**config.mk**
```make
export PLATFORM = sky130hd
export DESIGN_NAME = detector_frame_ctrl_flat
export DESIGN_NICKNAME = d
export VERILOG_FILES = /design/src/rtl/detector_frame_ctrl_if.sv /design/src/rtl/detector_frame_ctrl.sv /design/src/flat_wrapper.sv
export SDC_FILE = /design/constraint.sdc
export NUM_CORES = 1
export LEC_CHECK = 0
export CAP_MARGIN = 10
export CORE_MARGIN = 1
export CORE_UTILIZATION = 50
export DETAILED_ROUTE_END_ITERATION = 8
export GPL_TIMING_DRIVEN = 0
export PLACE_DENSITY = 0.78
export SLEW_MARGIN = 20
export SYNTH_ARGS = -nofsm -noshare
export SYNTH_HDL_FRONTEND = slang
export SYNTH_SLANG_ARGS = --single-unit
```
**constraint.sdc**
```tcl
create_clock -name clk -period 1.94 [get_ports clk]
set_input_delay 0.485 -clock clk [delete_from_list [all_inputs] [get_ports clk]]
set_output_delay 0.485 -clock clk [all_outputs]
set_load 0.005 [all_outputs]
```
**src/rtl/detector_frame_ctrl_if.sv**
```systemverilog
`default_nettype none
// ============================================================================
// Module   : detector_frame_ctrl_if
// Purpose  : Request/result bundle between a frame requester and the
//            detector_frame_ctrl block. The requester drives start/din.
//            The controller returns status, results and serial debug taps.
// Revision : 1.0 - initial release
// ============================================================================
interface detector_frame_ctrl_if #(
    parameter int WIDTH = 8,
    parameter int CNT_W = 4
);
    // Bit-index width. It is kept at least one bit wide, so a degenerate WIDTH
    // still elaborates.
    localparam int IDX_W = (WIDTH > 1) ? $clog2(WIDTH) : 1;

    logic             start;
    logic [WIDTH-1:0] din;
    logic             busy;
    logic             done;
    logic             found;
    logic [CNT_W-1:0] match_cnt;
    logic [IDX_W-1:0] first_pos;
    logic             ser_x;
    logic             ser_y;

    // Requester side: issues frames and observes results.
    modport master (
        output start,
        output din,
        input  busy,
        input  done,
        input  found,
        input  match_cnt,
        input  first_pos,
        input  ser_x,
        input  ser_y
    );

    // Controller side: accepts frames and reports results.
    modport slave (
        input  start,
        input  din,
        output busy,
        output done,
        output found,
        output match_cnt,
        output first_pos,
        output ser_x,
        output ser_y
    );
endinterface : detector_frame_ctrl_if
`default_nettype wire

```
**src/rtl/detector_frame_ctrl.sv**
```systemverilog
`default_nettype none
// ============================================================================
// Module   : detector_frame_ctrl
// Purpose  : Frame-level controller around an overlapping Mealy "111"
//            detector. A start request captures a parallel word. The word is
//            shifted MSB-first through the detector, one bit per clock.
//            The block counts hits (with saturation) and records the index of
//            the first hit. It ends each frame with a one-cycle done pulse.
// Revision : 1.0 - initial release
// ============================================================================
module detector_frame_ctrl #(
    parameter int WIDTH = 8,
    parameter int CNT_W = 4
) (
    input  wire logic              clk,
    input  wire logic              rst,
    detector_frame_ctrl_if.slave   bus
);

    localparam int IDX_W = (WIDTH > 1) ? $clog2(WIDTH) : 1;

    // Frame sequencer encoding
    localparam logic [1:0] c_ST_IDLE  = 2'd0;
    localparam logic [1:0] c_ST_SHIFT = 2'd1;
    localparam logic [1:0] c_ST_DONE  = 2'd2;

    // Detector encoding: number of consecutive ones seen, capped at two
    localparam logic [1:0] c_DET_S0 = 2'd0;
    localparam logic [1:0] c_DET_S1 = 2'd1;
    localparam logic [1:0] c_DET_S2 = 2'd2;

    localparam logic [IDX_W-1:0] c_IDX_LAST = IDX_W'(WIDTH - 1);
    localparam logic [CNT_W-1:0] c_CNT_MAX  = {CNT_W{1'b1}};

    logic [1:0]       state_q,  state_d;
    logic [WIDTH-1:0] shreg_q,  shreg_d;
    logic [IDX_W-1:0] idx_q,    idx_d;
    logic [1:0]       det_q,    det_d;
    logic [CNT_W-1:0] cnt_q,    cnt_d;
    logic             found_q,  found_d;
    logic [IDX_W-1:0] pos_q,    pos_d;

    logic             w_in_shift;
    logic             w_ser_x;
    logic             w_ser_y;
    logic [1:0]       w_det_next;

    // Serial taps. Both are forced low outside SHIFT, so idle cycles never
    // look like data.
    always_comb begin
        w_in_shift = (state_q == c_ST_SHIFT);
        w_ser_x    = w_in_shift & shreg_q[WIDTH-1];
        w_ser_y    = w_in_shift & (det_q == c_DET_S2) & shreg_q[WIDTH-1];
    end

    // Detector transition on the presented bit. S2 loops on 1 so overlapping runs keep hitting.
    always_comb begin
        w_det_next = c_DET_S0;
        case (det_q)
            c_DET_S0: w_det_next = w_ser_x ? c_DET_S1 : c_DET_S0;
            c_DET_S1: w_det_next = w_ser_x ? c_DET_S2 : c_DET_S0;
            c_DET_S2: w_det_next = w_ser_x ? c_DET_S2 : c_DET_S0;
            default:  w_det_next = c_DET_S0;
        endcase
    end

    // Frame sequencing and datapath next-state
    always_comb begin
        state_d = state_q;
        shreg_d = shreg_q;
        idx_d   = idx_q;
        det_d   = det_q;
        cnt_d   = cnt_q;
        found_d = found_q;
        pos_d   = pos_q;

        case (state_q)
            c_ST_IDLE: begin
                // Results from the previous frame stay visible until a new
                // frame is accepted.
                if (bus.start) begin
                    state_d = c_ST_SHIFT;
                    shreg_d = bus.din;
                    idx_d   = '0;
                    det_d   = c_DET_S0;
                    cnt_d   = '0;
                    found_d = 1'b0;
                    pos_d   = '0;
                end
            end

            c_ST_SHIFT: begin
                shreg_d = {shreg_q[WIDTH-2:0], 1'b0};
                idx_d   = idx_q + 1'b1;
                det_d   = w_det_next;
                if (w_ser_y) begin
                    if (cnt_q != c_CNT_MAX) begin
                        cnt_d = cnt_q + 1'b1;
                    end
                    if (!found_q) begin
                        found_d = 1'b1;
                        pos_d   = idx_q;
                    end
                end
                if (idx_q == c_IDX_LAST) begin
                    state_d = c_ST_DONE;
                end
            end

            c_ST_DONE: begin
                // Requests in this state are dropped. The earliest new frame starts
                // in the following IDLE cycle.
                state_d = c_ST_IDLE;
            end

            default: begin
                state_d = c_ST_IDLE;
            end
        endcase
    end

    // State registers. Reset aborts any frame in flight and clears all results.
    always_ff @(posedge clk or posedge rst) begin
        if (rst) begin
            state_q <= c_ST_IDLE;
            shreg_q <= '0;
            idx_q   <= '0;
            det_q   <= c_DET_S0;
            cnt_q   <= '0;
            found_q <= 1'b0;
            pos_q   <= '0;
        end else begin
            state_q <= state_d;
            shreg_q <= shreg_d;
            idx_q   <= idx_d;
            det_q   <= det_d;
            cnt_q   <= cnt_d;
            found_q <= found_d;
            pos_q   <= pos_d;
        end
    end

    assign bus.busy      = w_in_shift;
    assign bus.done      = (state_q == c_ST_DONE);
    assign bus.found     = found_q;
    assign bus.match_cnt = cnt_q;
    assign bus.first_pos = pos_q;
    assign bus.ser_x     = w_ser_x;
    assign bus.ser_y     = w_ser_y;

endmodule : detector_frame_ctrl
`default_nettype wire

```
**src/flat_wrapper.sv**
```systemverilog
// flat-port wrapper written by rule: the top's interface ports become plain ports
module detector_frame_ctrl_flat 
#(
    parameter int WIDTH = 8,
    parameter int CNT_W = 4
)
  (clk, rst, bus_start, bus_din, bus_busy, bus_done, bus_found, bus_match_cnt, bus_first_pos, bus_ser_x, bus_ser_y);
  detector_frame_ctrl_if #(.WIDTH(WIDTH), .CNT_W(CNT_W)) bus_i ();
  input  wire logic clk;
  input  wire logic rst;
  input wire logic [$bits(bus_i.start)-1:0] bus_start;
  input wire logic [$bits(bus_i.din)-1:0] bus_din;
  output wire logic [$bits(bus_i.busy)-1:0] bus_busy;
  output wire logic [$bits(bus_i.done)-1:0] bus_done;
  output wire logic [$bits(bus_i.found)-1:0] bus_found;
  output wire logic [$bits(bus_i.match_cnt)-1:0] bus_match_cnt;
  output wire logic [$bits(bus_i.first_pos)-1:0] bus_first_pos;
  output wire logic [$bits(bus_i.ser_x)-1:0] bus_ser_x;
  output wire logic [$bits(bus_i.ser_y)-1:0] bus_ser_y;
  assign bus_i.start = bus_start;
  assign bus_i.din = bus_din;
  assign bus_busy = bus_i.busy;
  assign bus_done = bus_i.done;
  assign bus_found = bus_i.found;
  assign bus_match_cnt = bus_i.match_cnt;
  assign bus_first_pos = bus_i.first_pos;
  assign bus_ser_x = bus_i.ser_x;
  assign bus_ser_y = bus_i.ser_y;
  detector_frame_ctrl #(.WIDTH(WIDTH), .CNT_W(CNT_W)) u_core (.clk(clk), .rst(rst), .bus(bus_i));
endmodule
```
## Word level (Yosys, flattened, before mapping)

Index checks and enable logic that the tools add are counted.

- Flip-flop bits (word level): 23
- Latch bits: 0
- Bits in writable memories: 0
- Memory bits (read-only): 0
- Input bits: 11
- Logic and storage cells: 54
- Memories kept: 0

- Add/sub/neg operators: 2
- Multiply operators: 0
- Divide/modulo/power cells: 0
- Order comparisons: 0
- Eq/ne operators: 11
- Shift-type cells: 0
- Mux-type cells: 22
- Bitwise operators: 3
- Reductions and logical operators: 9

Operators with widths:

| cell | count |
|---|---|
| $pmux W8 S2 | 1 |
| $mux W4 | 3 |
| $pmux W2 S2 | 3 |
| $pmux W3 S2 | 2 |
| $mux W3 | 3 |
| $mux W2 | 4 |
| $mux W8 | 1 |
| $pmux W4 S2 | 1 |
| $reduce_and A4 Y1 | 2 |
| $ne A2 B1 Y1 const B | 3 |
| $add A4 B1 Y4 const B | 1 |
| $eq A2 B1 Y1 const B | 2 |
| $eq A2 B2 Y1 const B | 2 |
| $logic_not A2 Y1 | 2 |
| $ne A2 B2 Y1 const B | 2 |
| $ne A4 B4 Y1 const B | 1 |
| $reduce_and A2 Y1 | 2 |
| $add A3 B1 Y3 const B | 1 |
| $and A1 B1 Y1 | 3 |
| $eq A3 B3 Y1 const B | 1 |
| $mux W1 | 3 |
| $reduce_and A3 Y1 | 1 |
| $pmux W1 S2 | 1 |
| $reduce_bool A2 Y1 | 1 |
| $reduce_or A2 Y1 | 1 |

## Depth between registers and ports, before layout

Gate-level depths: netlist of the first run.

- Word-level depth: 5
- Mapped depth: 6
- Mapped depth without buffers: 5

## Worst setup path before layout of the first run

OpenSTA, ideal clock, no wires.

- Kind: register to register
- Start point: register u_core.det_q[0]
- End point: register u_core.pos_q[0] (netlist: u_core.bus.first_pos[0])
- Setup time: 0.121 ns
- Arrival time: 1.406 ns
- Data required time: 1.819 ns
- Path slack: 0.413 ns
- Cell stages (with the launch flop): 6
- Buffers on the path: 0
- Path through: dfrtp_1 inv_1 ha_1 and4b_1 mux2_2 a22o_1

- Word-level cells in the longest chain between the ends: 5

Ends and longest elaborated chain:

| item | RTL line | RTL |
|---|---|---|
| from (decl) | detector_frame_ctrl.sv:38 | `logic [1:0] det_q, det_d;` |
| from (signal assigned) | detector_frame_ctrl.sv:128 | `det_q <= c_DET_S0;` |
| from (signal assigned) | detector_frame_ctrl.sv:136 | `det_q <= det_d;` |
| $eq A2 B2 Y1 | detector_frame_ctrl.sv:53 | `w_ser_y = w_in_shift & (det_q == c_DET_S2) & shreg_q[WIDTH-1];` |
| $and A1 B1 Y1 (2 in a row) | detector_frame_ctrl.sv:53 |  |
| $ne A2 B1 Y1 (no source line) | - |  |
| $reduce_and A4 Y1 (no source line) | - |  |
| to (signal assigned) | detector_frame_ctrl.sv:139 | `pos_q <= pos_d;` |
| to (decl) | detector_frame_ctrl.sv:41 | `logic [IDX_W-1:0] pos_q, pos_d;` |

No other way between the ends.
A chain may end at the register's enable or synchronous reset.

## Final worst setup path of the first run

- Start point: register u_core.state_q[1]
- End point: output bus_ser_y

- Word-level cells in the longest chain between the ends: 3

Ends and longest elaborated chain:

| item | RTL line | RTL |
|---|---|---|
| from (decl) | detector_frame_ctrl.sv:35 | `logic [1:0] state_q, state_d;` |
| from (signal assigned) | detector_frame_ctrl.sv:125 | `state_q <= c_ST_IDLE;` |
| from (signal assigned) | detector_frame_ctrl.sv:133 | `state_q <= state_d;` |
| $eq A2 B1 Y1 | detector_frame_ctrl.sv:51 | `w_in_shift = (state_q == c_ST_SHIFT);` |
| $and A1 B1 Y1 (2 in a row) | detector_frame_ctrl.sv:53 |  |
| to (decl) | flat_wrapper.sv:19 | `output wire logic [$bits(bus_i.ser_y)-1:0] bus_ser_y;` |

No other way between the ends.

==> results of run 1 <==
## layer usage
layer  vias up  track usage [%]  routed length (um)  share of wire, %
li1        473                -                   -                 -
met1       491             29.7                1210                48
met2        31             36.7                1220                48
met3         2             2.73                 102               4.0
met4         0             5.71                  12              0.47
met5         -                0                   0                 0
## per-stage QoR
stage	std cells	area (um^2)
3_3_place_gp	161	1420
5_1_grt	174	1540
6_report	174	1540
2_1_floorplan	111	1160
3_5_place_dp	161	1420
4_1_cts	174	1540
## power by group
group / leakage, uW / internal, uW / total, uW / switching (uW)
registers: 0.000291 / 646 / 783 / 136
logic: 0.000382 / 479 / 843 / 364
clock network: 0.0000150 / 80.1 / 222 / 142
total: 0.000688 / 1210 / 1850 / 642
## kinds of logic (layout without fill, tap and decap cells)
| logic type | after synthesis | after routing | synth area share [%] |
|---|---|---|---|
| AO/OA/AOI/OAI | 38 | 38 | 22.3 |
| adder cells (fa/ha/maj) | 6 | 6 | 6.47 |
| buffers and inverters | 13 | 48 | 5.18 |
| flip-flops | 23 | 23 | 49.6 |
| multiplexers | 4 | 4 | 3.88 |
| AND/OR/NAND/NOR | 27 | 27 | 12.5 |
## cells in the final DEF (no fill, tap or decap), types with 2 or more instances in the layout
| cell type | n |
|---|---|
| inv_1 | 4 |
| a22o_1 | 7 |
| dlygate4sd2_1 | 2 |
| buf_4 | 8 |
| o21a_1 | 2 |
| a31oi_1 | 4 |
| clkbuf_4 | 3 |
| clkdlybuf4s50_1 | 18 |
| buf_2 | 2 |
| and4b_1 | 2 |
| a22oi_1 | 7 |
| buf_6 | 4 |
| ha_1 | 5 |
| a21oi_1 | 2 |
| inv_4 | 2 |
| nor2b_1 | 5 |
| dfrtp_1 | 22 |
| nand2_1 | 10 |
| clkbuf_1 | 2 |
| o21ai_0 | 11 |
| mux2_2 | 4 |
| nor2_1 | 3 |
## tightest hold or removal path: stages, from the launching register on
cell	delay (ns)
dfrtp_1	0.37
nand2_1	0.05
o21ai_0	0.06
## sequential cells by signal (all words and copies together), names as in the netlist
register              flops
u_core.shreg_q            8
u_core.bus.match_cnt      4
u_core.bus.found          1
u_core.det_q              2
u_core.idx_q              3
u_core.state_q            2
u_core.bus.first_pos      3
## worst max path at each step
| stage | start | to | depth (start not counted) |
|---|---|---|---|
| after floorplan | u_core.det_q[0] | u_core.bus.first_pos[0] | 5 |
| after global placement | bus_start | u_core.bus.match_cnt[0] | 4 |
| after detailed placement | bus_start | u_core.bus.match_cnt[0] | 4 |
| after CTS | u_core.state_q[0] | bus_ser_x | 6 |
| after global routing | u_core.state_q[1] | bus_ser_y | 5 |
| final | u_core.state_q[1] | bus_ser_y | 5 |
## repair_timing
action / in CTS / in global routing
setup buffers: 9 / 0
hold buffers: 0 / 0
setup endpoints to repair: 4 / 2
gates cloned: 0 / 0
resized for setup: 23 / 3
## layout make-up
| class | count | area (um^2) | share of cell area (%) |
|---|---|---|---|
| Timing Repair Buffer | 31 | 283 | 18.3 |
| Buffer | 6 | 52.6 | 3.41 |
| Tap cell | 28 | 35.0 | 2.27 |
| Multi-Input combinational cell | 75 | 537 | 34.8 |
| Inverter | 7 | 31.3 | 2.03 |
| Clock buffer | 4 | 26.3 | 1.70 |
| Sequential cell | 23 | 577 | 37.4 |
==> reports/results.txt, run 1 <==
Critical Path Max Stage Delay - 0.44 ns
initial antenna violation count - 0
Post-synth top cells - dfrtp_1, o21ai_0, nand2_1
actual slew at the worst max-slew pin - 0.850 ns
wire per inst - 14.6 um
FP Rows - 17
cell leakage power - 0.000688 uW
Yosys reg bits - 23
placer congestion estimate - 0.746
top-count cell post-synth - dfrtp_1
relative slew slack - 43.3%
synthesis-to-finish area growth - 32.9%
Max clock buf depth - 2
register area share after synthesis - 49.6%
worst reg2reg startpoint - u_core.det_q[0]
most used cell, CP - buf_6
Syn Area/Cell - 10.4 um^2
Num CTS Buffers - 3
Vias/cell - 5.73
CP endpoint kind - output pin
CTS tree - built
clock-pin slew on the worst setup and hold paths - 0.13 ns
overall power - 1850 uW
Setup WS post-layout - 0.0385 ns
worst path required time - 1.45 ns
PD cells - 1200 mW/mm^2
Clk Latency, worst-skew pair - 0.30 ns
Hold WS - 0.504 ns
HPWL after detailed placement - 1710 um
Synth Warn # - 0
Post-Syn Instances - 111
wirelength, routed - 2540 um
Synth async-reset ratio - 100%
final worst path period share - 98.0%
Critical Path AT - 1.42 ns
syn nets - 128
DR vias - 997
number of DRC markers in iteration 0 - 33
Final Hold Viols - 0
Worst Clk Skew - 0.00219 ns
Die Y - 50.2 um
max_cap viols - 0
drt drc - 0
CP startpoint kind - flop
final setup fails - 0
root buffer cell - clkbuf_4
status - finished clean
HP Start - u_core.shreg_q[3]
RSZ-0062 raised after global routing - false
Netlist cell types - 27
reg2reg end - u_core.bus.first_pos[0]
maximum fanout along the worst path - 5
top cells by area, synth - dfrtp_1, ha_1, a22o_1, o21ai_0, a22oi_1
number of flops mapped to enable cells by yosys - 0
n_diodes - 0
total global routing track utilization - 21.9%
hold depth - 2
Worst Path Buf+Inv - 4
Die Wd - 50.2 um
Hold Crit Class - flop to flop
Core Region - 0.00219 mm^2
count of final max-slew check failures - 0
WS Path Type - flop to output pin
post-synth top area cell - dfrtp_1
fmax - 526 MHz
layout cells sized above 1 - 20.5%
Final TNS setup - 0 ns
WHS Endpoint - u_core.shreg_q[3]
Initial DRT Pass Iterations - 4
pre-CTS WS - -0.106 ns
final net count - 164
Buffers on Ports - 22
vias in the first global route - 918
Die Area - 0.00252 mm^2
fillers - 160
Initial Util - 52.9%
critical path cell sequence - buf_6 > buf_6 > and4b_1 > buf_6 > buf_2
total I/O pin count - 23
reg-to-reg setup timing slack - 0.22 ns
total grt overflow - 0
CTS H-Tree Depth - 1
worst r2r path cells - 6
clock sink total - 23
Min Clock Period, post-route - 1.90 ns
largest net degree at the start of global routing - 24
number of routed nets with antenna violations - 0
synthesized area - 0.00116 mm^2
CP delay by family, top - flip-flops
fin util - 70.4%
first-pass GRT wire length - 4180 um
top-area cell type share of the netlist area - 49.6%
Most used DFF post-synth - dfrtp_1
Peak supply drop - 0.802 mV
CP max-delay cell - dfrtp_2
Power figures use the tool's default switching activity.
==> run 2, diff against run 1 <==
--- a/config.mk
+++ b/config.mk
@@ -11,6 +11,7 @@
 export DETAILED_ROUTE_END_ITERATION = 8
 export GPL_TIMING_DRIVEN = 0
 export PLACE_DENSITY = 0.78
+export RECOVER_POWER = 25
 export SLEW_MARGIN = 20
 export SYNTH_ARGS = -nofsm -noshare
 export SYNTH_HDL_FRONTEND = slang
==> reports/results.txt, run 2 (same netlist as run 1, synthesis figures left out) <==
status - finished clean
Final TNS setup - 0 ns (unchanged)
fmax - 526 MHz (unchanged)
Die Area - 0.00252 mm^2 (unchanged)
WS Path Type - flop to output pin
Initial DRT Pass Iterations - 4 (unchanged)
Vias/cell - 5.73 (unchanged)
final net count - 164 (unchanged)
wirelength, routed - 2540 um (about the same)
hold depth - 2 (unchanged)
CTS tree - built
Critical Path Max Stage Delay - 0.44 ns (about the same)
Hold Crit Class - flop to flop
total I/O pin count - 23 (unchanged)
cell area after placement - 0.00142 mm^2 (unchanged)
placer congestion estimate - 0.746 (unchanged)
critical path cell sequence - buf_6 > buf_6 > and4b_1 > buf_6 > buf_2
DR vias - 997 (unchanged)
Peak supply drop - 0.802 mV (about the same)
Largest register FFs - 8 (unchanged)
synthesis-to-finish area growth - 32.9% (unchanged)
CP endpoint kind - output pin
initial antenna violation count - 0 (unchanged)
final worst path period share - 98.0% (unchanged)
Min Clock Period, post-route - 1.90 ns (unchanged)
actual slew at the worst max-slew pin - 0.850 ns (+0.000257 ns)
number of routed nets with antenna violations - 0 (unchanged)
final setup fails - 0 (unchanged)
largest register by flop count - u_core.shreg_q
number of DRC markers in iteration 0 - 33 (unchanged)
largest net degree at the start of global routing - 24 (unchanged)
RSZ-0062 raised after global routing - false
leading cell type in the layout, fill and taps excluded - dfrtp_1
worst r2r path cells - 6 (unchanged)
worst path required time - 1.45 ns (about the same)
Clk Latency, worst-skew pair - 0.30 ns (about the same)
Worst path depth - 5 (unchanged)
Worst Clk Skew - 0.00220 ns (+0.0000114 ns)
clock sink total - 23 (unchanged)
n_diodes - 0 (unchanged)
CP max-delay cell - dfrtp_2
most frequent cells in the layout - dfrtp_1, clkdlybuf4s50_1, o21ai_0
Buffers on Ports - 22 (unchanged)
Num CTS Buffers - 3 (unchanged)
drt drc - 0 (unchanged)
total global routing track utilization - 21.9% (unchanged)
Critical Path AT - 1.42 ns (about the same)
CP startpoint kind - flop
HPWL after detailed placement - 1710 um (unchanged)
count of final max-slew check failures - 0 (unchanged)
first-pass GRT wire length - 4180 um (unchanged)
max_cap viols - 0 (unchanged)
FP Rows - 17 (unchanged)
wire per inst - 14.6 um (about the same)
Worst Path Buf+Inv - 4 (unchanged)
maximum fanout along the worst path - 5 (unchanged)
layout cells sized above 1 - 20.5% (unchanged)
Max clock buf depth - 2 (unchanged)
Final Hold Viols - 0 (unchanged)
PD cells - 1200 mW/mm^2 (about the same)
Initial Util - 52.9% (unchanged)
design area - 0.00154 mm^2 (unchanged)
relative slew slack - 43.3% (about the same)
Setup WS post-layout - 0.0385 ns (unchanged)
clock-pin slew on the worst setup and hold paths - 0.13 ns (about the same)
CTS H-Tree Depth - 1 (unchanged)
CP delay by family, top - flip-flops
total grt overflow - 0 (unchanged)
Die Wd - 50.2 um (unchanged)
pre-CTS WS - -0.106 ns (unchanged)
most used cell, CP - buf_6
root buffer cell - clkbuf_4
vias in the first global route - 918 (unchanged)
Die Y - 50.2 um (unchanged)
cell leakage power - 0.000688 uW (about the same)
Core Region - 0.00219 mm^2 (unchanged)
-- run 2: final cells by class --
type,instances,area [um^2]
fillers,160,649
flip-flops and latches,23,577
multi-input cells,75,537
repair buffers,31,283
plain buffers,6,52.6
well taps,28,35.0
inverters,7,31.3
clock buffers,4,26.3
-- run 2: metal layers --
layer	part of all wire [%]	track usage [%]	wire length (um)
met4	0.47	5.71	12
met3	4.0	2.73	101
met2	48	36.7	1220
met5	0	0	0
met1	47	29.7	1210
-- run 2: per-stage QoR --
stage          std cells  util, %  hold WS (ns)  total power, uW
6_report             174     70.4         0.504             1850
4_1_cts              174     70.5         0.510             1840
3_5_place_dp         161     64.6         0.480             1520
2_1_floorplan        111        -         0.451             1220
3_3_place_gp         161     64.6         0.462             1480
5_1_grt              174     70.4         0.556             1970
-- run 2: timing repair --
item | CTS | global route
gates resized for setup | 23 | 3
buffers inserted | 9 | 0
setup endpoints to repair | 4 | 2
hold buffers | 0 | 0
gates cloned | 0 | 0
-- run 2: tightest hold or removal path, stage by stage (launching register included) --
cell	delay, ns
dfrtp_1	0.37
nand2_1	0.05
o21ai_0	0.06
-- run 2: path summary, 6_finish.rpt --
check	startpoint	to	slack (ns)
setup / recovery	u_core.state_q[1]	bus_ser_y	0.04
hold / removal	u_core.shreg_q[3]	u_core.shreg_q[3]	0.50
setup reg to reg	u_core.det_q[0]	u_core.bus.first_pos[0]	0.22
hold reg to reg	u_core.shreg_q[3]	u_core.shreg_q[3]	0.50
max in group asynchronous	rst	u_core.state_q[1]	0.59
min in group asynchronous	rst	u_core.shreg_q[5]	0.78
-- run 2: where the power goes --
part,internal [uW],switching [uW]
sequential,646,137
combinational,478,364
clock,80.1,142
total,1200,642
==> run 3, diff against run 2 <==
--- a/config.mk
+++ b/config.mk
@@ -12,7 +12,6 @@
 export GPL_TIMING_DRIVEN = 0
 export PLACE_DENSITY = 0.78
 export RECOVER_POWER = 25
-export SLEW_MARGIN = 20
 export SYNTH_ARGS = -nofsm -noshare
 export SYNTH_HDL_FRONTEND = slang
 export SYNTH_SLANG_ARGS = --single-unit
==> results of run 3 <==
No change in the layout: final DEF, timing and power equal those of run 2.
